File: src/rtl/sp_ram_fifo_pkg.sv
`default_nettype none
// ============================================================================
// Module   : sp_ram_fifo_pkg
// Brief    : Width helpers and head-register state encoding for sp_ram_fifo.
// Revision : 1.0
// ============================================================================
package sp_ram_fifo_pkg;

    function automatic int ptr_width(input int depth);
        return (depth > 1) ? $clog2(depth) : 1;
    endfunction

    function automatic int count_width(input int depth);
        return $clog2(depth + 1);
    endfunction

    // HEAD_WAIT: a refill read was issued last cycle and its data lands now
    localparam logic [1:0] HEAD_EMPTY = 2'd0;
    localparam logic [1:0] HEAD_WAIT  = 2'd1;
    localparam logic [1:0] HEAD_VALID = 2'd2;

endpackage
`default_nettype wire

File: src/rtl/sp_ram_fifo.sv
`default_nettype none
// ============================================================================
// Module   : sp_ram_fifo
// Brief    : Show-ahead FIFO controller over one external single-port RAM with
//            1-cycle read latency; a head register adds one entry of capacity.
//            Optional sticky overflow/underflow flags: SP_RAM_FIFO_ERR_EN.
// Revision : 1.0
// ============================================================================
module sp_ram_fifo
    import sp_ram_fifo_pkg::*;
#(
    parameter int WIDTH = 8,
    parameter int DEPTH = 16
) (
    input  logic                        clk,
    input  logic                        rst,
    input  logic [WIDTH-1:0]            din,
    input  logic                        wput,
    output logic                        full,
    output logic [WIDTH-1:0]            dout,
    input  logic                        rget,
    output logic                        empty,
    output logic [ptr_width(DEPTH)-1:0] ram_address,
    output logic [WIDTH-1:0]            ram_write_data,
    output logic                        ram_write_en,
    input  logic [WIDTH-1:0]            ram_read_data
`ifdef SP_RAM_FIFO_ERR_EN
    ,
    output logic                        overflow,
    output logic                        underflow
`endif
);

    localparam int PW = ptr_width(DEPTH);
    localparam int CW = count_width(DEPTH);
    localparam int OW = CW + 1;
    localparam logic [OW-1:0] C_CAPACITY = OW'(DEPTH + 1);

    logic [1:0]       r_state,     w_state_n;
    logic [WIDTH-1:0] r_head,      w_head_n;
    logic [PW-1:0]    r_rd_ptr,    w_rd_ptr_n;
    logic [PW-1:0]    r_wr_ptr,    w_wr_ptr_n;
    logic [CW-1:0]    r_ram_count, w_count_n;
    logic             r_empty,     w_empty_n;
    logic             r_full,      w_full_n;
    logic             r_refill,    w_refill_n;
    logic [OW-1:0]    w_occ_n;

    logic w_push_ok, w_pop_ok, w_bypass, w_store, w_inflight, w_head_valid;

    assign w_inflight   = (r_state == HEAD_WAIT);
    assign w_head_valid = (r_state == HEAD_VALID);
    assign w_push_ok    = wput && !r_full;
    assign w_pop_ok     = rget && !r_empty;
    assign w_bypass     = (r_ram_count == '0) && !w_inflight && (!w_head_valid || w_pop_ok);
    assign w_store      = w_push_ok && !w_bypass;

    always_ff @(posedge clk) begin
        if (rst) begin
            r_state     <= HEAD_EMPTY;
            r_head      <= '0;
            r_rd_ptr    <= '0;
            r_wr_ptr    <= '0;
            r_ram_count <= '0;
            r_empty     <= 1'b1;
            r_full      <= 1'b0;
            r_refill    <= 1'b0;
        end else begin
            r_state     <= w_state_n;
            r_head      <= w_head_n;
            r_rd_ptr    <= w_rd_ptr_n;
            r_wr_ptr    <= w_wr_ptr_n;
            r_ram_count <= w_count_n;
            r_empty     <= w_empty_n;
            r_full      <= w_full_n;
            r_refill    <= w_refill_n;
        end
    end

    always_comb begin
        w_state_n  = r_state;
        w_head_n   = r_head;
        w_rd_ptr_n = r_rd_ptr;
        w_wr_ptr_n = r_wr_ptr;
        w_count_n  = r_ram_count;

        // A pending refill keeps full high, so it never competes with a store
        if (r_refill) begin
            w_rd_ptr_n = r_rd_ptr + PW'(1);
            w_count_n  = r_ram_count - CW'(1);
            w_state_n  = HEAD_WAIT;
        end else if (w_store) begin
            w_wr_ptr_n = r_wr_ptr + PW'(1);
            w_count_n  = r_ram_count + CW'(1);
        end

        case (r_state)
            HEAD_WAIT: begin
                w_head_n  = ram_read_data;
                w_state_n = HEAD_VALID;
            end
            HEAD_VALID: begin
                if (w_pop_ok) begin
                    if (w_push_ok && w_bypass) begin
                        w_head_n = din;
                    end else begin
                        w_state_n = HEAD_EMPTY;
                    end
                end
            end
            default: begin
                if (w_push_ok && w_bypass) begin
                    w_head_n  = din;
                    w_state_n = HEAD_VALID;
                end
            end
        endcase

        // Flags are derived from next state so they register alongside it
        w_occ_n    = OW'(w_state_n == HEAD_VALID) + OW'(w_state_n == HEAD_WAIT) + OW'(w_count_n);
        w_refill_n = (w_state_n == HEAD_EMPTY) && (w_count_n != '0);
        w_full_n   = (w_occ_n == C_CAPACITY) || w_refill_n;
        w_empty_n  = (w_state_n != HEAD_VALID);
    end

    always_comb begin
        ram_address    = r_rd_ptr;
        ram_write_data = din;
        ram_write_en   = 1'b0;
        if (w_store && !rst) begin
            ram_address  = r_wr_ptr;
            ram_write_en = 1'b1;
        end
    end

    assign full  = r_full;
    assign empty = r_empty;
    assign dout  = r_head;

`ifdef SP_RAM_FIFO_ERR_EN
    logic r_overflow, r_underflow;

    always_ff @(posedge clk) begin
        if (rst) begin
            r_overflow  <= 1'b0;
            r_underflow <= 1'b0;
        end else begin
            if (wput && r_full && !r_refill) begin
                r_overflow <= 1'b1;
            end
            if (rget && r_empty) begin
                r_underflow <= 1'b1;
            end
        end
    end

    assign overflow  = r_overflow;
    assign underflow = r_underflow;
`endif

endmodule
`default_nettype wire

File: config.mk
export PLATFORM = sky130hd
export DESIGN_NAME = sp_ram_fifo
export DESIGN_NICKNAME = d
export VERILOG_FILES = /design/src/rtl/sp_ram_fifo_pkg.sv /design/src/rtl/sp_ram_fifo.sv
export SDC_FILE = /design/constraint.sdc
export NUM_CORES = 1
export LEC_CHECK = 0
export CAP_MARGIN = 20
export CORE_MARGIN = 3
export CORE_UTILIZATION = 65
export DETAILED_ROUTE_END_ITERATION = 16
export DONT_BUFFER_PORTS = 1
export GPL_TIMING_DRIVEN = 0
export PLACE_DENSITY_LB_ADDON = 0.08
export SLEW_MARGIN = 20
export SYNTH_ARGS = -nofsm -noshare
export SYNTH_HDL_FRONTEND = slang
export SYNTH_SLANG_ARGS = --single-unit
export TNS_END_PERCENT = 20
File: constraint.sdc
create_clock -name clk -period 7.74 [get_ports clk]
set_input_delay 1.548 -clock clk [delete_from_list [all_inputs] [get_ports clk]]
set_output_delay 1.548 -clock clk [all_outputs]
set_load 0.01 [all_outputs]
# After elaboration in Yosys (flattened, before gate mapping)
# Index checks and enable logic that the tools add are counted.
# op_classes
reduce_logical	20
n_mux	12
eq_ne	7
bitwise	1
add_sub_neg	6
# ops
op	count
$mux W8	2
$pmux W8 S2	1
$mux W5	2
$add A4 B1 Y4 const B	2
$logic_and A1 B1 Y1	8
$mux W2	4
$add A2 B5 Y6	1
$eq A6 B5 Y1 const B	1
$logic_not A1 Y1	6
$add A5 B1 Y5 const B	1
$logic_not A5 Y1	1
$reduce_bool A5 Y1	1
$sub A5 B1 Y5 const B	1
$eq A2 B1 Y1 const B	2
$eq A2 B2 Y1 const B	2
$mux W4	1
$ne A2 B2 Y1 const B	2
$pmux W2 S2	1
$add A1 B1 Y2	1
$logic_not A2 Y1	1
$logic_or A1 B1 Y1	2
$reduce_and A2 Y1	1
$mux W1	1
$not A1 Y1	1
# word_totals
regBits	26
out_inout_bits	23
in_bits	20
elab_cells	54

# Logic depth before layout (Yosys ltp)
# Gate-level depths: netlist of the first run.
# depth
word_depth	13
depth_mapped	13
depth_no_buf	13

# Worst setup path after synthesis of the first run
# OpenSTA, ideal clock, no wires.
# synth_timing
path_kind	input to output
start	in rget
end	out ram_address[0]
n_path_buf	0
t_required_ps	6192
slack_ps	3437
stages	5
t_arrival_ps	2755
cell_sequence	nor2b_1 o211ai_1 nand2_1 nor2_1 mux2_2
# synth_between
elab_chain_len	7
# synth_rtl
element	line	rtl
start: declaration	sp_ram_fifo.sv:21	input logic rget,
$logic_and A1 B1 Y1	sp_ram_fifo.sv:54	assign w_pop_ok = rget && !r_empty;
$logic_or A1 B1 Y1	sp_ram_fifo.sv:55	assign w_bypass = (r_ram_count == '0) && !w_inflight && (!w_head_valid || w_pop_ok);
$logic_and A1 B1 Y1	sp_ram_fifo.sv:55	
$logic_not A1 Y1	sp_ram_fifo.sv:56	assign w_store = w_push_ok && !w_bypass;
$logic_and A1 B1 Y1	sp_ram_fifo.sv:56	
$logic_and A1 B1 Y1	sp_ram_fifo.sv:130	if (w_store && !rst) begin
$mux W4	sp_ram_fifo.sv:130	
end: declaration	sp_ram_fifo.sv:23	output logic [ptr_width(DEPTH)-1:0] ram_address,
# Every way passes these cells.

# Worst setup path in the final report of the first run
# layout_timing
start	in rget
end	out ram_address[3]
# Same word-level chain as after synthesis.

==> flow_metrics.env, run 1 <==
export IMPL_yosys_area_top_type="dfxtp_1"
export IMPL_crit_chain="nor2b_1 > o211ai_1 > nand2_1 > nor2_1 > mux2_2"
export IMPL_hold_class="flip-flop to flip-flop"
export IMPL_worst_slew_pin_slew_ns=0.661
export IMPL_finalSetupTns_ns=0
export IMPL_cts_tree="done"
export IMPL_fmax_mhz=221
export IMPL_synth_edf_count=0
export IMPL_final_core_util_pct=72.5
export IMPL_synth_cell_types=44
export IMPL_cts_made_buffers=3
export IMPL_maxCapViolations=0
export IMPL_synth_area_leaders="dfxtp_1, nor2_1, mux2i_1"
export IMPL_cts_hold_buf=0
export IMPL_diodes=0
export IMPL_use_met2_pct=36.0
export IMPL_clk_pin_slew_ns=0.13
export IMPL_firstDrtPassIters=4
export IMPL_arrival_ns=2.97
export IMPL_ys_ff_latch=26
export IMPL_p_switching_mw=0.354
export IMPL_swShare_pct=46.6
export IMPL_critical_path_max_fanout=5
export IMPL_crit_family="simple AND/OR/NAND/NOR gates"
export IMPL_grt_overflow=0
export IMPL_grt_util_met1_pct=25.5
export IMPL_total_power_mw=0.759
export IMPL_fillers=183
export IMPL_antenna_found_initial=0
export IMPL_status="complete, no violations"
export IMPL_slew_viol_final=0
export IMPL_r2r_setup_slack_ns=4.30
export IMPL_final_min_clock_period_ns=4.52
export IMPL_reg2reg_from="r_state[1]"
export IMPL_ioPinCount=43
export IMPL_dr_first_iter_drc_count=29
export IMPL_drc=0
export IMPL_dp_hpwl_mm=2.49
export IMPL_grt_pass1_vias=1225
export IMPL_critPathSlowestCell="mux2_2"
export IMPL_nets=213
export IMPL_yosysWarnings=0
export IMPL_end_kind="output port"
export IMPL_fp_coreArea_um2=2280
export IMPL_yosysSeqAreaShare_pct=32.7
export IMPL_rsz0062_at_grt="no"
export IMPL_synth_top_area_share_pct=32.7
export IMPL_htree_levels=1
export IMPL_pwr_share_comb_pct=62.9
export IMPL_critPathBufInv=0
export IMPL_clkPwrFrac_pct=7.2
export IMPL_use_met3_pct=3.27
export IMPL_powerDensity_nw_per_um2=460
export IMPL_final_common_cell="nor2_1"
export IMPL_cts_sinks=26
export IMPL_crit_type="primary input to output port"
export IMPL_grt_pass1_wl_mm=5.29
export IMPL_min_period_over_period_pct=58.3
export IMPL_critical_path_required_ns=6.19
export IMPL_via_per_inst=5.97
export IMPL_hold_start="r_rd_ptr[3]"
export IMPL_slowest_delay_ns=0.43
export IMPL_clockBufferDepth=2
export IMPL_yosys_most_used_dff="dfxtp_1"
export IMPL_syn_avg_cell_area_um2=8.89
export IMPL_cts_resized=0
export IMPL_final_cell_mix="nor2_1, dfxtp_1, mux2i_1"
export IMPL_skew_ns=0.00451
export IMPL_p_seq_share_pct=29.9
export IMPL_p_int_mw=0.405
export IMPL_grt_usage_pct=20.8
export IMPL_die_width_um=55.5
export IMPL_post_cts_setup_buffers=0
export IMPL_initial_utilization_pct=69.9
export IMPL_critPathLaunch="rget"
export IMPL_place_congestion=0.850
export IMPL_final_antenna_net_count=0
export IMPL_hold_violations=0
export IMPL_dieArea_um2=3080
export IMPL_die_h_um=55.5
export IMPL_setup_viol=0
export IMPL_async_reset_ff_share_pct=0
export IMPL_row_count=17
export IMPL_busiest_layer="met2"
export IMPL_start_kind="primary input"
export IMPL_final_layout_size_suffix_gt1_share_pct=13.2
export IMPL_grt_max_degree=14
export IMPL_ir_worst_vdd_v=0.000310
export IMPL_wl_per_cell_um=15.1
export IMPL_p_leak_nw=0.648
export IMPL_netlist_area_um2=1590
export IMPL_cts_root_buf="clkbuf_4"
export IMPL_relSlewSlack_pct=55.5
export IMPL_syn2layout_area_growth_pct=3.62
export IMPL_clk_latency_ns=0.31
export IMPL_wl_mm=3.18
export IMPL_syn_inst=179
export IMPL_port_buffers=0
export IMPL_synth_nets=208
export IMPL_vias=1254
==> cell type report <==
type	instances	area (um2)	share of cell area, %
buffer	16	103	6.22
inverter	8	30.0	1.82
clock buffer	3	22.5	1.37
sequential	26	520	31.6
multi-input combinational	129	938	56.9
tap	28	35.0	2.12
==> synth_stat cells, types with 3 or more instances <==
cell       n
nor4_1     3
nor2b_1    4
inv_1      8
mux2_2     4
nand4_1    3
xnor2_1    4
ha_1       8
xor2_1     5
nand2b_1   3
buf_4      9
nand2_1    9
nand3_1    3
clkbuf_1   5
nor2_1    31
a211oi_1  10
dfxtp_1   26
mux2i_1   11
==> cells by family after synthesis <==
group / after synthesis / synth area share [%]
flops: 26 / 32.7
mux: 15 / 9.75
compound gates: 26 / 13.8
buf+inv: 24 / 8.33
simple gates: 70 / 23.0
xor+xnor: 9 / 4.95
fa+ha+maj: 9 / 7.55
==> flip-flops by register name, indices dropped and copies added, names as in the netlist <==
register and cells:
empty 1, r_wr_ptr 4, dout 8, r_rd_ptr 4
r_refill 1, r_ram_count 5, r_state 2, full 1
==> metrics by stage <==
step | std cells | area (um2) | hold WS [ns] | worst slack [ns]
2_1_floorplan | 179 | 1590 | 0.474 | 3.44
3_3_place_gp | 207 | 1630 | 0.489 | 3.24
3_5_place_dp | 207 | 1630 | 0.500 | 3.23
4_1_cts | 210 | 1650 | 0.530 | 3.22
5_1_grt | 210 | 1650 | 0.595 | 3.15
6_report | 210 | 1650 | 0.530 | 3.22
==> routing by layer <==
| metal | up-vias | part of all wire [%] |
|---|---|---|
| li1 | 635 | - |
| met1 | 579 | 44 |
| met2 | 34 | 49 |
| met3 | 6 | 5.0 |
| met4 | 0 | 2.0 |
| met5 | - | 0 |
==> worst paths after layout <==
kind,to,cells after the start
hold reg to reg,r_rd_ptr[3],2
setup / recovery,ram_address[3],5
hold / removal,r_rd_ptr[3],2
setup reg to reg,full,13
==> power groups by stage <==
stage               registers [mW]  clock network, mW  logic, mW
floorplan                    0.219                  0      0.391
global placement             0.228                  0      0.454
finish                       0.227             0.0550      0.477
global route                 0.233             0.0631      0.533
detailed placement           0.230                  0      0.473
CTS                          0.226             0.0559      0.477
==> tightest hold or removal path, cell delays in order, from the launching register on <==
cell and delay (ns):
dfxtp_1 0.37, xor2_1 0.07, nor2_1 0.07
No activity file was read; power rests on OpenSTA's default activity.
==> run 2, diff against run 1 <==
--- a/config.mk
+++ b/config.mk
@@ -7,7 +7,7 @@
 export LEC_CHECK = 0
 export CAP_MARGIN = 20
 export CORE_MARGIN = 3
-export CORE_UTILIZATION = 65
+export CORE_UTILIZATION = 56
 export DETAILED_ROUTE_END_ITERATION = 16
 export DONT_BUFFER_PORTS = 1
 export GPL_TIMING_DRIVEN = 0
==> constraint.sdc (replaced) <==
create_clock -name clk -period 3.66 [get_ports clk]
set_input_delay 0.732 -clock clk [delete_from_list [all_inputs] [get_ports clk]]
set_output_delay 0.732 -clock clk [all_outputs]
set_load 0.01 [all_outputs]
==> flow_metrics.env, run 2 (synthesis gave the netlist of run 1 again) <==
export IMPL_finalSetupTns_ns=0
export IMPL_p_leak_nw=0.656
export IMPL_reg2reg_from="r_state[1]"
export IMPL_grt_pass1_wl_mm=5.62
export IMPL_hold_ws_ns=0.539
export IMPL_cts_tree="done"
export IMPL_port_buffers=0
export IMPL_place_congestion=0.881
export IMPL_final_min_clock_period_ns=3.38
export IMPL_die_h_um=59.3
export IMPL_post_cts_setup_buffers=0
export IMPL_ioPinCount=43
export IMPL_fmax_mhz=296
export IMPL_ir_worst_vdd_v=0.000602
export IMPL_grt_usage_pct=20.6
export IMPL_cts_root_buf="clkbuf_4"
export IMPL_antenna_found_initial=0
export IMPL_cts_made_buffers=3
export IMPL_swShare_pct=46.2
export IMPL_fillers=223
export IMPL_final_common_cell="nor2_1"
export IMPL_design_area_um2=1670
export IMPL_dieArea_um2=3520
export IMPL_total_power_mw=1.65
export IMPL_start_kind="flip-flop"
export IMPL_final_antenna_net_count=0
export IMPL_skew_ns=0.00368
export IMPL_p_switching_mw=0.763
export IMPL_end_kind="flip-flop"
export IMPL_grt_max_degree=15
export IMPL_diodes=0
export IMPL_cts_hold_buf=0
export IMPL_dr_first_iter_drc_count=41
export IMPL_arrival_ns=3.61
export IMPL_wl_mm=3.25
export IMPL_final_layout_size_suffix_gt1_share_pct=14.2
export IMPL_min_period_over_period_pct=92.3
export IMPL_clk_latency_ns=0.32
export IMPL_setup_viol=0
export IMPL_cts_resized=0
export IMPL_status="complete, no violations"
export IMPL_powerDensity_nw_per_um2=989
export IMPL_crit_type="flip-flop to flip-flop"
export IMPL_via_per_inst=6.00
export IMPL_syn2layout_area_growth_pct=4.95
export IMPL_wl_per_cell_um=15.3
export IMPL_firstDrtPassIters=5
export IMPL_placed_area_um2=1630
export IMPL_crit_path_end="full"
export IMPL_grt_overflow=0
export IMPL_pwr_share_comb_pct=62.4
export IMPL_grt_pass1_vias=1284
export IMPL_htree_levels=1
export IMPL_clockBufferDepth=2
export IMPL_nets=213
export IMPL_hold_class="flip-flop to flip-flop"
export IMPL_r2r_cells=13
export IMPL_critPathLaunch="r_state[1]"
export IMPL_vias=1278
export IMPL_critical_path_required_ns=3.89
export IMPL_relSlewSlack_pct=56.2
export IMPL_rr_endpoint="full"
export IMPL_maxCapViolations=0
export IMPL_p_seq_share_pct=29.0
export IMPL_p_int_mw=0.888
export IMPL_rsz0062_at_grt="no"
export IMPL_critical_path_max_fanout=4
export IMPL_clkPwrFrac_pct=8.7
export IMPL_r2r_setup_slack_ns=0.28
export IMPL_clk_pin_slew_ns=0.13
export IMPL_drc=0
export IMPL_row_count=18
export IMPL_slew_viol_final=0
export IMPL_cts_sinks=26
export IMPL_die_width_um=59.3
export IMPL_initial_utilization_pct=61.4
export IMPL_worst_slew_pin_slew_ns=0.651
export IMPL_dp_hpwl_mm=2.58
export IMPL_hold_violations=0
export IMPL_largest_register_ffs=8
export IMPL_fp_coreArea_um2=2590
export IMPL_final_cell_mix="nor2_1, dfxtp_1, mux2i_1"
==> run 2: cell types whose count changed in the layout (fill, tap and decap cells not counted), sizes merged <==
cell,before,now
clkbuf,8,9
==> run 2: power groups by stage <==
| stage | Clock [mW] | Combinational (mW) | Sequential (mW) |
|---|---|---|---|
| finish | 0.143 | 1.03 | 0.479 |
| global route | 0.160 | 1.16 | 0.490 |
| CTS | 0.149 | 1.01 | 0.479 |
| detailed placement | 0 | 1.00 | 0.486 |
| global placement | 0 | 0.967 | 0.483 |
| floorplan | 0 | 0.827 | 0.462 |
==> run 2: worst min-delay path by stage <==
stage,start,endpoint,cells after the start
after floorplan,r_wr_ptr[3],r_wr_ptr[3],2
after global placement,r_wr_ptr[3],r_wr_ptr[3],2
after detailed placement,r_wr_ptr[3],r_wr_ptr[3],2
after CTS,r_wr_ptr[3],r_wr_ptr[3],2
after global routing,dout[3],dout[3],2
final,r_wr_ptr[3],r_wr_ptr[3],2
==> run 2: per-layer routing <==
layer | wire length [um] | up-vias | track usage, %
li1 | - | 637 | -
met1 | 1450 | 598 | 25.8
met2 | 1610 | 36 | 36.0
met3 | 148 | 7 | 2.18
met4 | 48 | 0 | 7.44
met5 | 0 | - | 0
==> run 2: cell type report <==
cell class | instances | area [um2] | share of cell area (%)
Multi-Input combinational cell | 129 | 943 | 56.5
Tap cell | 30 | 37.5 | 2.25
Buffer | 16 | 103 | 6.14
Sequential cell | 26 | 520 | 31.2
Inverter | 8 | 30.0 | 1.80
Clock buffer | 4 | 36.3 | 2.17
==> run 2: critical path, stage by stage (launching register included) <==
cell	delay (ns)
dfxtp_1	0.38
inv_1	0.05
ha_1	0.23
or4_4	0.51
nor2_1	0.21
a32o_1	0.26
a21oi_1	0.14
or2_2	0.31
fa_1	0.42
inv_1	0.07
ha_1	0.23
nor3_2	0.14
nand2_1	0.08
o311ai_1	0.25
==> run 2: through the flow <==
stage	util (%)	std cells	setup slack [ns]
final	64.5	213	0.281
after global routing	64.5	213	0.0101
after CTS	64.3	213	0.177
after detailed placement	62.9	209	0.220
after global placement	62.9	209	0.361
after floorplan	-	179	0.548
==> patch 1: new RTL, config.mk and constraints of run 2 <==
Build with the macro `SP_RAM_FIFO_ERR_EN` defined.
--- a/src/rtl/sp_ram_fifo.sv
+++ b/src/rtl/sp_ram_fifo.sv
@@ -7,4 +7,6 @@
 // Revision : 1.0
 // ============================================================================
+`define SP_RAM_FIFO_ERR_EN
+
 module sp_ram_fifo
     import sp_ram_fifo_pkg::*;
Formal check against the unedited RTL (old outputs only; new: overflow and underflow): equivalent (equiv_simple and equiv_induct, registers matched by name and starting in step).
==> patch 1 against run 2 <==
  * Cell area up 0.90%
  * Die area shrank 0.42%
  * Routed wire length up 2.5%
  * Worst setup slack worse by 0.036 ns
  * Count of clock-buffer cells in the layout shrank 1
  * Area after synthesis is 0.47% lower
  * Total power decreased by 7.6%
  * Hold slack got worse by 0.036 ns
  * Sequential cell count up 2
  * Global-route usage fell by 0.52 points
  * Synthesized cell count is 3.9% lower
  * Sequential share of layout area up 2.2 points
  * Critical path type unchanged
  * Largest cell class unchanged
  * Largest power group unchanged
==> patch 1: results (changes against run 2) <==
The number of distinct library cells after synthesis came out at 45 (was 44). The startpoint kind of the worst setup timing path was a flip-flop (unchanged). The number of vias per cell after detailed routing is 5.89 (was 6.00). The CTS buffer count came out at 3 (unchanged). The final weighted congestion of routability-driven global placement came out at 0.776 (was 0.881).

The largest net degree at the start of global routing came out at 15 (unchanged). Result of the run: completed (unchanged). The slowest cell on the critical path is or4_1 (was or4_4). The internal cell power is 835 uW (was 888 uW). The first-pass iteration count of the detailed router came out at 4 (was 5). The share of final-layout standard cells stronger than drive strength 1 came out at 0.191 (was 0.142). The relative slew slack came out at 0.542 (was 0.562).

The sequential-to-total area share from yosys stat is 0.354 (was 0.327). The number of buffers on the longest clock path is 2 (unchanged). The HPWL after detailed placement is 2590 microns (was 2580 microns).

The launching point of the worst reg2reg path is r_ram_count[0]$_SDFF_PP0_ (was r_state[1]$_SDFF_PP0_). The violation count after the first detailed-routing iteration came out at 38 (was 41). The arrival time at the worst endpoint was 3.66 ns (was 3.61 ns). Top cells by instance count after synthesis: dfxtp_1 (28), nor2_1 (27), mux2i_1 (10), buf_4 (9), nand2_1 (9) (was nor2_1 (31), dfxtp_1 (26), mux2i_1 (11), a211oi_1 (10)). The worst hold path startpoint was rst (was r_wr_ptr[3]$_SDFFE_PP0P_). The length in cells of the worst reg-to-reg path was 13 (unchanged). The reported leakage power is 0.000661 uW (was 0.000656 uW). The count of yosys warnings during synthesis came to 0 (unchanged).

The number of global-route vias before repair is 1275 (was 1284). The post-route clock skew came out at 0.00899 ns (was 0.00368 ns). The count of filler cells inserted in the layout is 215 (was 223). The clock-pin slew of the registers on the worst-case setup and hold paths was 0.15 ns (was 0.13 ns).

The detailed-route wire length per cell is 16.0 microns (was 15.3 microns). The quantity of I/O buffers inserted on ports is 0 (unchanged). The slack of the worst reg-to-reg path came out at 0.24 ns (was 0.28 ns). The total placed cells including tap cells is 202 (was 209). The biggest fanout along the worst timing path came to 5 (was 4). The highest ir drop seen on vdd is 656 uV (was 602 uV).

The total global-route track usage is 0.201 (was 0.206). The largest stage delay on the critical path was 0.55 ns (was 0.51 ns). The terminus of the critical flop-to-flop path is full$_SDFF_PP0_ (unchanged).

The first-pass GRT wire length came to 5480 microns (was 5620 microns). Largest cells by area after synthesis: dfxtp_1 (35%), nor2_1 (6.4%), ha_1 (6.3%) (was dfxtp_1 (33%), nor2_1 (7.3%), mux2i_1 (6.9%)). The total vias in the final route came out at 1226 (was 1278).

The async set-reset flop share out of synthesis was 0 (unchanged). The net total in the final layout came out at 209 (was 213). The kind of path behind the tightest hold check is in -> reg (was reg -> reg). The initial antenna violation count came out at 0 (unchanged).

The average cell area after synthesis is 9.21 sq um (was 8.89 sq um). The maximum level of the CTS H-tree was 1 (unchanged).
## patch 1: cell count changes in the layout (fill, tap and decap cells not counted), sizes merged, moves of 2 or more
cell	delta
a22oi	+2
nand2b	-2
buf	+3
nor2b	+2
a21oi	+4
clkbuf	-2
o31ai	-2
and2	-2
nand3	-2
nor4	-3
o41ai	+2
nor2	-4
dfxtp	+2
## patch 1: timing repair
action | CTS | global route
setup endpoints to repair | 1 | 1
setup buffers | 0 | 3
resized for setup | 1 | 4
pin swaps | 0 | 3
## patch 1: how the worst min path moves through the flow
stage / to / slack [ns] / cells after the start
after floorplan: r_wr_ptr[3]$_SDFFE_PP0P_ / 0.47 / 2
after global placement: r_wr_ptr[3]$_SDFFE_PP0P_ / 0.49 / 2
after detailed placement: r_wr_ptr[3]$_SDFFE_PP0P_ / 0.51 / 2
after CTS: empty$_SDFF_PP1_ / 0.50 / 1
after global routing: empty$_SDFF_PP1_ / 0.50 / 1
final: empty$_SDFF_PP1_ / 0.50 / 1
## patch 1: cell type report
type,count,area share
inverters,8,0.0178
well taps,30,0.0223
plain buffers,15,0.0586
flip-flops and latches,28,0.333
repair buffers,3,0.0134
clock buffers,3,0.0134
multi-input cells,121,0.541
## patch 1: logic make-up (layout without fill, tap and decap cells)
family	count (synthesis)	count (layout)	synth area share
fa+ha+maj	9	9	0.0758
simple gates	59	59	0.190
buf+inv	23	29	0.0814
compound gates	28	28	0.145
xor+xnor	10	10	0.0553
flops	28	28	0.354
mux	15	15	0.0987
## patch 1: power by group through the flow
| stage | Combinational, uW | Sequential [uW] | Clock, uW |
|---|---|---|---|
| 3_5_place_dp | 826 | 530 | 0 |
| 5_1_grt | 986 | 535 | 144 |
| 3_3_place_gp | 776 | 524 | 0 |
| 4_1_cts | 836 | 522 | 131 |
| 2_1_floorplan | 677 | 505 | 0 |
| 6_report | 877 | 521 | 127 |
## patch 1: through the flow
stage                     TNS (ns)  cell area (sq um)  worst slack [ns]
final                            0               1690             0.245
after global placement           0               1620            0.0353
after global routing       -0.0262               1690           -0.0262
after detailed placement   -0.0310               1620           -0.0310
after CTS                        0               1650            0.0340
after floorplan                  0               1580             0.281
## patch 1: metal layers
layer / track usage / share of wire / up-vias
li1: - / - / 605
met2: 0.370 / 0.53 / 30
met1: 0.240 / 0.41 / 582
met4: 0.0583 / 0.020 / 0
met3: 0.0240 / 0.038 / 9
met5: 0 / 0 / -
==> patch 2: new RTL, flow settings as in run 2 <==
Without the edit above. `WIDTH`: 8 -> 9.
--- a/src/rtl/sp_ram_fifo.sv
+++ b/src/rtl/sp_ram_fifo.sv
@@ -10,5 +10,5 @@
     import sp_ram_fifo_pkg::*;
 #(
-    parameter int WIDTH = 8,
+    parameter int WIDTH = 9,
     parameter int DEPTH = 16
 ) (
Ports: changed (resized din, dout, ram_read_data and ram_write_data); port bits go from 43 to 47. The function was not compared with the original's and may differ.
==> patch 2 against run 2 <==
  * Worst setup slack got worse by 0.10 ns
  * Sequential cell count increased by 1
  * Utilization decreased by 2.0 points
  * Critical path type unchanged
  * Routed wire length increased by 0.80%
  * Highest routed layer unchanged
  * Synthesized cell count decreased by 0.56%
  * Cell area increased by 4.9%
  * Area after synthesis increased by 4.9%
  * Largest power group unchanged
  * Count of clock-buffer cells in the layout decreased by 1
  * Total power increased by 12%
  * Sequential share of layout area decreased by 0.30 points
==> patch 2: results (changes against run 2) <==
The tightest hold margin came to 0.540 ns (was 0.539 ns). The total global-route track usage came out at 0.195 (was 0.206). The first-pass GRT wire length is 5480 microns (was 5620 microns).

The post-route clock skew is 0.00218 ns (was 0.00368 ns). The biggest fanout along the worst timing path was 4 (unchanged). The net count after synthesis is 209 (was 208). The total wire length after detailed routing came out at 3280 microns (was 3250 microns). The total routed wire length on the met1 layer is 1490 microns (was 1450 microns). The post-synthesis compound-gate area fraction came out at 0.164 (was 0.138). The placed cell area came out at 1710 sq um (was 1630 sq um). The met1 routing resource usage after global routing came out at 0.245 (was 0.258).

The xor/xnor share of the synthesized area is 0.0472 (was 0.0495). The fraction of met3 tracks used by global routing is 0.0298 (was 0.0218). The largest net degree at the start of global routing came out at 16 (was 15). The detailed-route wire length per cell was 15.4 microns (was 15.3 microns). The global routing usage on met2 came out at 0.339 (was 0.360). The final weighted congestion of routability-driven global placement came out at 0.823 (was 0.881). The relative slew slack came to 0.522 (was 0.562). The share of final-layout standard cells stronger than drive strength 1 is 0.220 (was 0.142). The first-pass iteration count of the detailed router came out at 4 (was 5). The violation count after the first detailed-routing iteration came out at 51 (was 41).

The adder and majority cell fraction of the synthesized area is 0.0720 (was 0.0755). Largest cells by area after synthesis: dfxtp_1 (32%), mux2i_1 (7.2%), nor2_1 (6.5%) (was dfxtp_1 (33%), nor2_1 (7.3%), mux2i_1 (6.9%)). The number of global-route vias before repair came out at 1245 (was 1284).

The number of distinct library cells after synthesis came to 45 (was 44). The post-synthesis mux area share came to 0.0990 (was 0.0975). Result of the run: completed (unchanged). The highest ir drop seen on vdd was 389 uV (was 602 uV). Top cells by instance count after synthesis: nor2_1 (29), dfxtp_1 (27), mux2i_1 (12), buf_4 (11), a211oi_1 (10) (was nor2_1 (31), dfxtp_1 (26), mux2i_1 (11), a211oi_1 (10)). The post-synthesis cell count is 178 (was 179). The flip-flop count of the largest register, all copies and words added is 9 (was 8). The reported leakage power is 0.000698 uW (was 0.000656 uW). The routed wire length on met2 came out at 1600 microns (was 1610 microns). The highest clock rate came out at 0.287 GHz (was 0.296 GHz). The slowest cell on the critical path was or4b_4 (was or4_4).

The arrival time at the worst endpoint came out at 3.72 ns (was 3.61 ns). The total met3 wirelength after detailed routing came out at 153 microns (was 148 microns). The slack of the worst reg-to-reg path is 0.18 ns (was 0.28 ns).
## patch 2: final cells by class
cell class | instances | area, sq um | area share
multi-input cells | 126 | 1010 | 0.574
flip-flops and latches | 27 | 541 | 0.309
plain buffers | 18 | 113 | 0.0643
well taps | 31 | 38.8 | 0.0221
inverters | 7 | 26.3 | 0.0150
clock buffers | 3 | 22.5 | 0.0129
clock inverters | 1 | 5.00 | 0.00286
## patch 2: path summary, 6_finish.rpt
kind                            startpoint                       end  cells past startpoint
hold reg to reg   r_wr_ptr[3]$_SDFFE_PP0P_  r_wr_ptr[3]$_SDFFE_PP0P_                      2
hold / removal    r_wr_ptr[3]$_SDFFE_PP0P_  r_wr_ptr[3]$_SDFFE_PP0P_                      2
setup / recovery     r_state[1]$_SDFF_PP0_           full$_SDFF_PP0_                     13
setup reg to reg     r_state[1]$_SDFF_PP0_           full$_SDFF_PP0_                     13
## patch 2: timing repair
| item | in CTS | in global routing |
|---|---|---|
| gates resized for setup | 0 | 4 |
| endpoints found under the setup margin | 0 | 1 |
| hold endpoints to repair | 0 | 0 |
| setup buffers | 0 | 0 |
| hold buffers | 0 | 0 |
## patch 2: cell families (layout without fill, tap and decap cells)
family / after synthesis / count (layout)
AO/OA/AOI/OAI: 28 / 28
XOR/XNOR: 9 / 9
adder cells (fa/ha/maj): 9 / 9
buffers and inverters: 25 / 29
flip-flops: 27 / 27
multiplexers: 16 / 16
AND/OR/NAND/NOR: 64 / 64
## patch 2: power by group
part	switching, uW	internal, uW	total (uW)	leakage (uW)
Clock	87.5	41.0	129	0.0000177
Sequential	128	413	541	0.000222
Combinational	653	529	1180	0.000459
Total	868	983	1850	0.000698
